==> config.mk <==
export PLATFORM = sky130hd
export DESIGN_NAME = schedule
export DESIGN_NICKNAME = d
export VERILOG_FILES = /design/src/rtl/schedule.sv
export SDC_FILE = /design/constraint.sdc
export NUM_CORES = 1
export LEC_CHECK = 0
export BUFFER_PORTS_ARGS = -buffer_cell sky130_fd_sc_hd__buf_2
export CAP_MARGIN = 20
export CORE_AREA = 5 5 42 44
export CTS_BUF_LIST = sky130_fd_sc_hd__clkbuf_8 sky130_fd_sc_hd__clkbuf_16
export DETAILED_ROUTE_END_ITERATION = 6
export DIE_AREA = 0 0 47 49
export PLACE_DENSITY = 0.72
export SLEW_MARGIN = 40
export SYNTH_ARGS = -nofsm -noshare
export SYNTH_HDL_FRONTEND = slang
export SYNTH_SLANG_ARGS = --single-unit
==> constraint.sdc <==
create_clock -name clk -period 3.45 [get_ports clk]
set_clock_uncertainty 0.15 [all_clocks]
set_input_delay 0.345 -clock clk [delete_from_list [all_inputs] [get_ports clk]]
set_output_delay 0.345 -clock clk [all_outputs]
set_load 0.02 [all_outputs]
==> src/rtl/schedule.sv <==
// Phase scheduler for the AliSim sequence-simulation core.
// Walks seed -> root -> per-node evolve/write/next -> done and owns the PRNG.
module schedule #(
    parameter int SEQ_LEN   = 8,
    parameter int NUM_NODES = 3
) (
    input  logic       clk,
    input  logic       reset,
    input  logic [7:0] seed_ID,
    output logic [2:0] state
);

    localparam int SW = $clog2(SEQ_LEN) + 1;
    localparam int NW = $clog2(NUM_NODES) + 1;

    localparam logic [SW-1:0] SITE_LAST = SW'(SEQ_LEN - 1);
    localparam logic [NW-1:0] NODE_LAST = NW'(NUM_NODES - 1);

    localparam logic [2:0] IDLE   = 3'b000;
    localparam logic [2:0] SEED   = 3'b001;
    localparam logic [2:0] ROOT   = 3'b010;
    localparam logic [2:0] EVOLVE = 3'b011;
    localparam logic [2:0] WRITE  = 3'b100;
    localparam logic [2:0] NEXT   = 3'b101;
    localparam logic [2:0] DONE   = 3'b110;

    localparam logic [15:0] LFSR_RST  = 16'hACE1;
    localparam logic [15:0] LFSR_MASK = 16'hB400;

    logic [2:0]    state_q;
    logic [2:0]    state_d;
    logic [SW-1:0] site_cnt;
    logic [NW-1:0] node_cnt;
    logic [15:0]   lfsr;

    logic site_last;
    logic node_last;
    logic seed_ld;
    logic site_en;
    logic node_inc;

    assign site_last = (site_cnt == SITE_LAST);
    assign node_last = (node_cnt == NODE_LAST);
    assign state     = state_q;

    // phase register
    always_ff @(posedge clk or negedge reset) begin
        if (!reset) begin
            state_q <= IDLE;
        end else begin
            state_q <= state_d;
        end
    end

    // next-phase selection; the unused 111 code falls back to IDLE
    always_comb begin
        state_d = IDLE;
        unique case (state_q)
            IDLE:    state_d = SEED;
            SEED:    state_d = ROOT;
            ROOT:    state_d = site_last ? EVOLVE : ROOT;
            EVOLVE:  state_d = site_last ? WRITE : EVOLVE;
            WRITE:   state_d = NEXT;
            NEXT:    state_d = node_last ? DONE : EVOLVE;
            DONE:    state_d = DONE;
            default: state_d = IDLE;
        endcase
    end

    // per-phase datapath controls
    always_comb begin
        seed_ld  = 1'b0;
        site_en  = 1'b0;
        node_inc = 1'b0;
        unique case (state_q)
            SEED:    seed_ld  = 1'b1;
            ROOT:    site_en  = 1'b1;
            EVOLVE:  site_en  = 1'b1;
            NEXT:    node_inc = !node_last;
            default: ;
        endcase
    end

    // site/node counters and the Galois PRNG
    always_ff @(posedge clk or negedge reset) begin
        if (!reset) begin
            site_cnt <= '0;
            node_cnt <= '0;
            lfsr     <= LFSR_RST;
        end else begin
            if (seed_ld) begin
                lfsr     <= {seed_ID, ~seed_ID};
                site_cnt <= '0;
                node_cnt <= '0;
            end
            if (site_en) begin
                lfsr     <= (lfsr >> 1) ^ (lfsr[0] ? LFSR_MASK : 16'h0000);
                site_cnt <= site_last ? '0 : site_cnt + 1'b1;
            end
            if (node_inc) begin
                node_cnt <= node_cnt + 1'b1;
            end
        end
    end

endmodule

==> results of run 1 <==
-- area by class of cell --
type                            instances  area, sq um  share of cell area
Inverter                                1         3.75             0.00565
Clock buffer                            4         55.1              0.0829
Timing Repair Buffer                    5         30.0              0.0452
Tap cell                               16         20.0              0.0301
Multi-Input combinational cell         40          305               0.460
Sequential cell                        10          250               0.377
-- per-stage QoR --
stage	hold slack [ns]	instance area [sq um]	total power [uW]
after floorplan	-0.101	574	119
after global placement	0.0695	599	122
after detailed placement	0.0676	599	122
after CTS	0.345	664	272
after global routing	0.360	664	281
final	0.338	664	270
-- where the power goes --
part | internal [uW] | switching, uW | total (uW)
combinational | 1.15 | 2.32 | 3.47
sequential | 118 | 0 | 118
clock | 101 | 48.3 | 149
-- timing repair --
item	in CTS	in global routing
endpoints found under the setup margin	0	0
hold endpoints to repair	10	0
gates resized for setup	0	0
hold buffers	1	0
-- how the worst max path moves through the flow --
stage	from	to	slack, ns	depth (start not counted)
4_1_cts	node_cnt[0]$_DFFE_PN0P_	node_cnt[0]$_DFFE_PN0P_	1.79	5
5_1_grt	node_cnt[0]$_DFFE_PN0P_	node_cnt[0]$_DFFE_PN0P_	1.72	5
2_1_floorplan	node_cnt[0]$_DFFE_PN0P_	node_cnt[0]$_DFFE_PN0P_	1.88	5
3_3_place_gp	node_cnt[0]$_DFFE_PN0P_	node_cnt[0]$_DFFE_PN0P_	1.82	5
6_report	node_cnt[0]$_DFFE_PN0P_	node_cnt[0]$_DFFE_PN0P_	1.80	5
3_5_place_dp	node_cnt[0]$_DFFE_PN0P_	node_cnt[0]$_DFFE_PN0P_	1.80	5
-- placed cells by master (no fill, tap or decap), types with 2 or more instances in the layout --
cell type / n
dfrtp_1: 10
o21bai_1: 2
ha_1: 3
nand2b_1: 3
buf_2: 4
nor2b_1: 3
clkbuf_8: 4
nand2_1: 5
a22o_1: 2
nand3_1: 3
o21ai_0: 3
-- cells by family (layout without fill, tap and decap cells) --
kind of cell / after synthesis / count (layout)
and+or+nand+nor: 21 / 21
AOI/OAI and AO/OA: 14 / 14
DFF: 10 / 10
adders and majority gates: 3 / 3
buffers and inverters: 3 / 10
muxes: 2 / 2
-- flip-flops by register name (all words and copies together) (netlist names) --
register,cells
site_cnt,4
state,3
node_cnt,3
-- critical path: cells and delay by family, from the launching register on --
kind,cells,cell delay [ns]
flops,1,0.40
buf+inv,1,0.06
simple gates,2,0.68
fa+ha+maj,1,0.21
compound gates,1,0.08
-- cells in the mapped netlist --
library cell,number
nor3_1,1
nand3_1,3
nand4bb_1,1
o22ai_1,1
ha_1,3
and3_1,1
mux2i_1,1
nand2b_4,1
clkbuf_1,1
nand2_1,5
inv_1,1
a221o_1,1
o21ai_0,3
nand2b_1,3
or4b_4,1
and3b_1,1
a22o_1,2
o21a_1,1
o21bai_1,2
a21boi_0,1
dfrtp_1,10
nor2b_1,3
o211ai_2,1
mux2_2,1
a32o_1,1
or4_1,1
buf_6,1
o31ai_1,1
-- per-layer routing --
metal	track usage	wire length, microns	share of wire
met4	0.0691	32	0.030
met5	0	0	0
met2	0.167	486	0.45
met1	0.149	506	0.47
met3	0.0332	43	0.040
==> results.md, run 1 <==
* Outcome: completed
* Area share of and/or/nand/nor cells after synthesis at 0.240
* Diode count at 0
* Die ar. at roughly 2300 sq um
* CTS tree: done
* Die H at between 40 and 50 microns
* GPL Wtd Cong at 0.712
* Max-cap violations at 0
* Initial Util at 0.410
* Worst reg2reg path depth at 5
* Worst hold-check path type: primary input to async pin
* Post-Syn Area at 574 sq um
* Fin. max-slew vios at 0
* Final core occ at 0.474
* Clock sinks at 10
* Clock Tree Buf Depth at 2
* Synth area leaders: dfrtp_1 44%, ha_1 6.5%, nand2_1 3.3%
* Total track usage at 0.116
* Layout cells sized above 1 at 0.200
* Largest net degree at the start of global routing at 16
* Setup ws final at about 1.8 ns
* Unrepaired setup endpoints after global routing: no
* Fmax at 0.605 GHz
* Final HPWL DP at between 700 and 800 microns
* Critical Path RT at ~3.5 ns
* Synth Area in Compound Gates at 0.190
* Mapped Cells at 53
* Die X-Extent at around 47 microns
* Final cell count without fillers at between 70 and 80
* DR WL/cell at about 14 microns
* Worst r2r src: node_cnt[0]$_DFFE_PN0P_
* P_leak at 0.000284 uW
* Layout fillers at around 140
* Post-DR vias/cell at ~5.8
* Final #Nets at 74
* Type of origin of the critical path: register
* Vias in the first global route at between 400 and 500
* DP Cell Count at 71
* CP Cell Sequence: inv_1 -> ha_1 -> nor2b_1 -> or4b_4 -> o211ai_2
* CP max stage cell: or4b_4
* H-Tree Depth at 1
* Post-placement setup slack at approximately 1.8 ns
* CP max FO at 5
* Pwr per Cell Area at slightly above 400 nW/um^2
* Worst flop-to-flop path endpoint: node_cnt[0]$_DFFE_PN0P_
* I/O Buffers at 4
* Area grow syn2layout at 15.7%
* Global-route wire length before repair at ~1900 microns
* Final hold viol count at 0
* Syn Nets at 66
* Yosys top cell by area: dfrtp_1
* Num ports at 13
* Main combinational cell family by area after synthesis: simple AND/OR/NAND/NOR gates
* Critical Path AT at between 1.5 and 2 ns
* Period utilisation layout at 0.479
* First drt pass iteration count at 4
* Site Rows at 14
* Total grt overflow at 0
* Tmin final at 1.65 ns
* Max IR drop VDD at roughly 300 uV
* Yosys warns at 0
* Core Box Area at approximately 1400 sq um
* Yosys top cell area share at 0.436
* Sequential cell area fraction in the yosys report at 0.436
* Sum Neg Setup Slack at 0 ns
* Post-synthesis mux area share at 0.0370
* Iteration-0 DRC count of the detailed router at 3
* Detailed Route WL at between 1000 and 1500 microns
* Root buffer cell: clkbuf_8
* Endpoint type of the worst setup path: register
* Worst-path clk slew at ~0.05 ns
* Least-Margin Pin Slew at between 0.3 and 0.4 ns
* DR DRC count at 0
* Initial antenna violation count at 0
* Worst skew pair latency at between 0.2 and 0.25 ns
* Via count at 439
* Worst relative slew slack at 0.738
* Distinct cells, synth at 28
* Syn_area_per_cell at between 10 and 15 sq um
* Post-Synth XOR/XNOR Area at 0
* Final setup viols at 0
* Crit Path Class: register to register
* Synth Area in Adders at 0.0654
* Flop2flop setup slack at between 1.5 and 2 ns
* Postcts setup bufs at 0
* Slowest Stage Delay on Critical Path at roughly 0.52 ns
* DRT antenna net count at 0
* #FFs+latches synth at 10
* CTS Buf Count at 3
(Power assumes the default switching activity.)
==> inputs of run 2 (changes only) <==
Settings changed: ABC_AREA set to 1, PLACE_DENSITY 0.72 to 0.75.
Clock period 3.45 ns to 1.5 ns, I/O delays scaled along.
==> run 2 against run 1 <==
Against the previous run: first-iteration DRC count rose by 130%; count of clock-buffer cells in the layout did not move; sequential share of layout area fell by 1.1 points; final cell count rose by 33%; critical path depth rose by 3; fmax rose by 26%; largest cell class unchanged.
==> results.md, run 2 <==
* Root buffer cell: clkbuf_8
* Most common cell in the netlist: nand2_1
* Yosys warns at 0 (unchanged)
* CTS Buf Count at 3 (unchanged)
* Commonest non-fill, non-tap cell in the layout: nand2_1
* CTS tree: done
* Die X-Extent at 47 microns (unchanged)
* Number of synthesized flops with an enable pin at 0 (unchanged)
* Gate power share at 0.013 (about the same)
* H-Tree Depth at 1 (unchanged)
* Num ports at 13 (unchanged)
* Slowest Stage Delay on Critical Path at 0.39 ns (-0.13 ns)
* Mapped Cells at 76 (+43%)
* P_leak at 0.000365 uW (+29%)
* DRT antenna net count at 0 (unchanged)
* Total track usage at 0.112 (-0.00405)
* Endpoint type of the worst setup path: register
* Via count at 481 (+9.6%)
* Most common flop cell mapped by yosys: dfrtp_1
* CP max FO at 3 (-2)
* Max-cap violations at 0 (unchanged)
* Layout cells sized above 1 at 0.188 (-0.0118)
* Post-Syn Area at 577 sq um (+0.44%)
* Largest net degree at the start of global routing at 11 (-5)
* Post-placement setup slack at 0.172 ns (-1.63 ns)
* Iteration-0 DRC count of the detailed router at 7 (+4)
* Max IR drop VDD at 594 uV (+100%)
* Type of origin of the critical path: register
* Crit Path Class: register to register
* #FFs+latches synth at 10 (unchanged)
* Internal Pwr Total at 503 uW (+130%)
* Setup ws final at 0.185 ns (-1.61 ns)
* Yosys top cell by area: dfrtp_1
* Share of flip-flops with an asynchronous set or reset at 1.00 (unchanged)
* Detailed Route WL at 1060 microns (-1.2%)
* Worst reg2reg path depth at 8 (+3)
* Worst r2r src: node_cnt[0]$_DFFE_PN0P_
* CP max stage cell: dfrtp_1
* Crit path top cell by count: nand2_1
* Area grow syn2layout at 18.7%
* Worst-path clk slew at 0.05 ns (about the same)
* Final hold viol count at 0 (unchanged)
* Final #Nets at 99 (+34%)
* GPL Wtd Cong at 0.763 (+7.1%)
* Global-route wire length before repair at 1910 microns (unchanged)
* Clock sinks at 10 (unchanged)
* Final setup viols at 0 (unchanged)
* Site Rows at 14 (unchanged)
* Synth area leaders: dfrtp_1 43%, nand2_1 21%, ha_1 6.5%
* Outcome: completed
* Clock Tree Buf Depth at 2 (unchanged)
* Psw at 105 uW (+110%)
* Worst relative slew slack at 0.826 (+0.0879)
* Critical Path RT at 1.52 ns (-1.94 ns)
* Yosys top cell area share at 0.434 (-0.00189)
* Most frequent cells in the layout: 33 x nand2_1, 10 x dfrtp_1, 7 x nor2_1, 6 x inv_1
* Initial Util at 0.412 (+0.00179)
* Most flops, register: site_cnt
* Max reg flops at 4 (unchanged)
* Critical Path AT at 1.34 ns (-0.33 ns)
* Die ar. at 2300 sq um (unchanged)
* First drt pass iteration count at 4 (unchanged)
* DR DRC count at 0 (unchanged)
* Switching share of power at 0.172 (-0.0154)
* Flop2flop setup slack at 0.18 ns (-1.61 ns)
* Clock power frac at 0.542 (-0.010)
* Pwr per Cell Area at 888 nW/um^2 (+120%)
* Top cells by count, synth: 33 x nand2_1, 10 x dfrtp_1, 8 x nor2_1, 6 x inv_1, 4 x nand3_1
* Fmax at 0.760 GHz (+26%)
* Sum Neg Setup Slack at 0 ns (unchanged)
* Worst hold-check path type: primary input to async pin
* Initial antenna violation count at 0 (unchanged)
* Fin. max-slew vios at 0 (unchanged)
* Least-Margin Pin Slew at 0.261 ns (-0.132 ns)
* Diode count at 0 (unchanged)
* Core Box Area at 1400 sq um (unchanged)
* Post-DR vias/cell at 4.76 (-18%)
* Final HPWL DP at 826 microns (+10%)
* Syn Nets at 89 (+35%)
* Seq pwr share at 0.445 (+0.009)
* Hold_ws at 0.159 ns (-0.180 ns)
* Tmin final at 1.32 ns (-0.338 ns)
* Vias in the first global route at 461 (+2.0%)
* DR WL/cell at 10.5 microns (-26%)
* I/O Buffers at 4 (unchanged)
* Unrepaired setup endpoints after global routing: no
* Syn_area_per_cell at 7.59 sq um (-30%)
* Pwr Total at 608 uW (+130%)
* CP Cell Sequence: inv_1 -> ha_1 -> inv_1 -> nor2_2 -> nand2_1 -> nand2_1 -> nand2_1 -> nand2_1
* Worst flop-to-flop path endpoint: node_cnt[2]$_DFFE_PN0P_
* Period utilisation layout at 0.877 (+0.398)
* Die H at 49 microns (unchanged)
* Worst skew pair latency at 0.23 ns (about the same)
* Distinct cells, synth at 15 (-46%)
* Total grt overflow at 0 (unchanged)
* Sequential cell area fraction in the yosys report at 0.434 (-0.00189)
==> run 2: cell count changes after synthesis, moves of 3 or more <==
| cell | delta |
|---|---|
| inv_1 | +5 |
| nand2_1 | +28 |
| nand2b_1 | -3 |
| nor2_1 | +8 |
| inv_2 | +3 |
| nor2b_1 | -3 |
==> run 2: worst max path at each step <==
stage / from / slack [ns] / to
final: node_cnt[0]$_DFFE_PN0P_ / 0.18 / node_cnt[2]$_DFFE_PN0P_
after global routing: node_cnt[0]$_DFFE_PN0P_ / 0.02 / node_cnt[2]$_DFFE_PN0P_
after global placement: node_cnt[0]$_DFFE_PN0P_ / 0.21 / state[0]$_DFF_PN0_
after floorplan: site_cnt[0]$_DFFE_PN0P_ / 0.30 / state[0]$_DFF_PN0_
after detailed placement: node_cnt[0]$_DFFE_PN0P_ / 0.17 / node_cnt[2]$_DFFE_PN0P_
after CTS: node_cnt[0]$_DFFE_PN0P_ / 0.16 / node_cnt[2]$_DFFE_PN0P_
==> run 2: what timing repair did <==
action                     CTS  global route
setup buffers                0             0
resized for setup            0             1
hold buffers                 1             0
setup endpoints to repair    0             1
hold endpoints to repair    10             0
==> run 2: per-stage QoR <==
stage / std cells / area (sq um) / utilization
floorplan: 76 / 577 / -
global placement: 96 / 617 / 0.440
detailed placement: 96 / 617 / 0.440
CTS: 101 / 682 / 0.487
global route: 101 / 684 / 0.488
finish: 101 / 684 / 0.488
==> run 2: critical path, delay by kind of cell, from the launching register on <==
kind                       cells  cell delay (ns)
buffers and inverters          2             0.13
and+or+nand+nor                5             0.40
adders and majority gates      1             0.17
DFF                            1             0.39
==> run 2: power by group through the flow <==
stage / clock network (uW) / logic, uW / registers (uW)
3_5_place_dp: 0 / 6.58 / 275
6_report: 330 / 8.11 / 270
2_1_floorplan: 0 / 0.000193 / 275
3_3_place_gp: 0 / 6.59 / 275
4_1_cts: 343 / 8.57 / 270
5_1_grt: 357 / 9.48 / 270
==> run 2: cells by family after synthesis <==
family | share of synthesized area
adders and majority gates | 0.0651
AOI/OAI and AO/OA | 0.0521
DFF | 0.434
xor gates and xnor gates | 0.0152
and+or+nand+nor | 0.375
buffers and inverters | 0.0586
==> run 2: metal layers <==
metal / vias to the layer above / GRT usage / share of wire / wire length, microns
met5: - / 0 / 0 / 0
met4: 0 / 0.0276 / 0 / 0
met3: 0 / 0.0554 / 0.049 / 52
met2: 7 / 0.167 / 0.50 / 528
met1: 222 / 0.142 / 0.45 / 475
li1: 252 / - / - / -
==> run 2: area by class of cell <==
type,instances,area (sq um)
Clock buffer,4,55.1
Fill cell,144,717
Inverter,9,33.8
Multi-Input combinational cell,57,295
Sequential cell,10,250
Tap cell,16,20.0
Timing Repair Buffer,5,30.0
==> inputs of run 3 (changes only) <==
Settings changed: PLACE_DENSITY 0.75 to 0.69.
==> run 3 against run 2 <==
Against the previous run: via count is 0.21% lower; largest power group unchanged; design area is 0.37% lower; final cell count stayed put; power is 0.76% higher; critical path depth stayed put; fmax is 2.6% higher; worst hold slack worse by 0.0092 ns; non-clock buffer count stayed put.
==> results.md, run 3 (synthesis results as in run 2) <==
* CP max FO at 3 (unchanged)
* Global-route wire length before repair at 1860 microns (-2.9%)
* Most flops, register: site_cnt
* Fmax at 0.780 GHz (+2.6%)
* Worst reg2reg path depth at 8 (unchanged)
* Pwr Total at 613 uW (+0.76%)
* DP Cell Count at 96 (unchanged)
* Layout cells sized above 1 at 0.176 (-0.0118)
* Worst skew pair latency at 0.23 ns (about the same)
* Total grt overflow at 0 (unchanged)
* Period utilisation layout at 0.855 (-0.0218)
* Final setup viols at 0 (unchanged)
* Sum Neg Setup Slack at 0 ns (unchanged)
* Final hold viol count at 0 (unchanged)
* CTS Buf Count at 3 (unchanged)
* Num ports at 13 (unchanged)
* Iteration-0 DRC count of the detailed router at 5 (-2)
* Initial antenna violation count at 0 (unchanged)
* Total track usage at 0.112 (about the same)
* Die ar. at 2300 sq um (unchanged)
* CTS tree: done
* Max IR drop VDD at 400 uV (-33%)
* Site Rows at 14 (unchanged)
* Max reg flops at 4 (unchanged)
* Core Box Area at 1400 sq um (unchanged)
* First drt pass iteration count at 2 (-2)
* Final #Nets at 99 (unchanged)
* Fin. max-slew vios at 0 (unchanged)
* Largest net degree at the start of global routing at 11 (unchanged)
* DR WL/cell at 9.59 microns (-8.2%)
* Most frequent cells in the layout: 33 x nand2_1, 10 x dfrtp_1, 8 x nor2_1, 6 x inv_1
* Worst hold-check path type: primary input to async pin
* P_leak at 0.000365 uW (-0.27%)
* Clock sinks at 10 (unchanged)
* Area grow syn2layout at 18.2%
* Max-cap violations at 0 (unchanged)
* Clock Tree Buf Depth at 2 (unchanged)
* Endpoint type of the worst setup path: register
* Hold_ws at 0.150 ns (-0.00916 ns)
* I/O Buffers at 4 (unchanged)
* GPL Wtd Cong at 0.713 (-6.6%)
* Worst-path clk slew at 0.05 ns (about the same)
* Die H at 49 microns (unchanged)
* Post-DR vias/cell at 4.75 (-0.21%)
* Tmin final at 1.28 ns (-0.0327 ns)
* Diode count at 0 (unchanged)
* Worst r2r src: node_cnt[0]$_DFFE_PN0P_
* Least-Margin Pin Slew at 0.227 ns (-0.0343 ns)
* Die X-Extent at 47 microns (unchanged)
* Worst flop-to-flop path endpoint: node_cnt[0]$_DFFE_PN0P_
* Vias in the first global route at 450 (-2.4%)
* Pwr per Cell Area at 899 nW/um^2 (+1.1%)
* Type of origin of the critical path: register
* Final cell count without fillers at 101 (unchanged)
* Crit Path Class: register to register
* Worst relative slew slack at 0.849 (+0.0229)
* Flop2flop setup slack at 0.22 ns (+0.03 ns)
* Initial Util at 0.412 (unchanged)
* Unrepaired setup endpoints after global routing: no
* Via count at 480 (-0.21%)
* Commonest non-fill, non-tap cell in the layout: nand2_1
* Outcome: completed
* H-Tree Depth at 1 (unchanged)
* Detailed Route WL at 969 microns (-8.2%)
* Root buffer cell: clkbuf_8
* DR DRC count at 0 (unchanged)
* Post-CTS resize count at 0 (unchanged)
* Critical Path AT at 1.30 ns (-0.04 ns)
* Final HPWL DP at 754 microns (-8.7%)
* Critical Path RT at 1.52 ns (about the same)
* DRT antenna net count at 0 (unchanged)
## run 3: cell counts in the layout (fill, tap and decap cells not counted)
Identical to the previous run, type by type.
## run 3: area by class of cell
cell class                 instances  area (sq um)
inverter                           9          33.8
multi-input combinational         57           293
timing repair buffer               5          30.0
tap                               16          20.0
sequential                        10           250
clock buffer                       4          55.1
fill                             142           719
## run 3: stage by stage
stage / cell area [sq um] / util / worst slack, ns
floorplan: 577 / - / 0.305
global placement: 617 / 0.440 / 0.206
detailed placement: 617 / 0.440 / 0.203
CTS: 682 / 0.487 / 0.197
global route: 682 / 0.487 / 0.0486
finish: 682 / 0.487 / 0.217
## run 3: routing by layer
metal  part of all wire  vias to the layer above  global-route usage
li1                   -                      256                   -
met3              0.044                        2              0.0554
met1               0.43                      217               0.131
met4              0.010                        0              0.0553
met2               0.51                        5               0.165
met5                  0                        -                   0
## run 3: repair_timing
action | in CTS | in global routing
setup buffers | 0 | 0
hold endpoints to repair | 10 | 0
hold buffers | 1 | 0
## run 3: how the worst max path moves through the flow
stage	end	from	slack [ns]	cells past startpoint
2_1_floorplan	state[0]$_DFF_PN0_	site_cnt[0]$_DFFE_PN0P_	0.30	5
3_3_place_gp	state[0]$_DFF_PN0_	node_cnt[0]$_DFFE_PN0P_	0.21	5
3_5_place_dp	state[0]$_DFF_PN0_	node_cnt[0]$_DFFE_PN0P_	0.20	5
4_1_cts	state[0]$_DFF_PN0_	node_cnt[0]$_DFFE_PN0P_	0.20	5
5_1_grt	node_cnt[2]$_DFFE_PN0P_	node_cnt[0]$_DFFE_PN0P_	0.05	8
6_report	node_cnt[0]$_DFFE_PN0P_	node_cnt[0]$_DFFE_PN0P_	0.22	8
## run 3: power by group
group,switching (uW),internal (uW),total (uW)
Sequential,0,270,270
Combinational,5.22,2.65,7.86
Clock,104,231,334
Total,109,504,613
## run 3: critical path: stages, from the launching register on
cell and delay [ns]:
dfrtp_1 0.39, inv_1 0.08, ha_1 0.17, inv_1 0.04, nor2_1 0.12, nand2_1 0.06
nand2_1 0.10, nand2_1 0.06, nand2_1 0.06
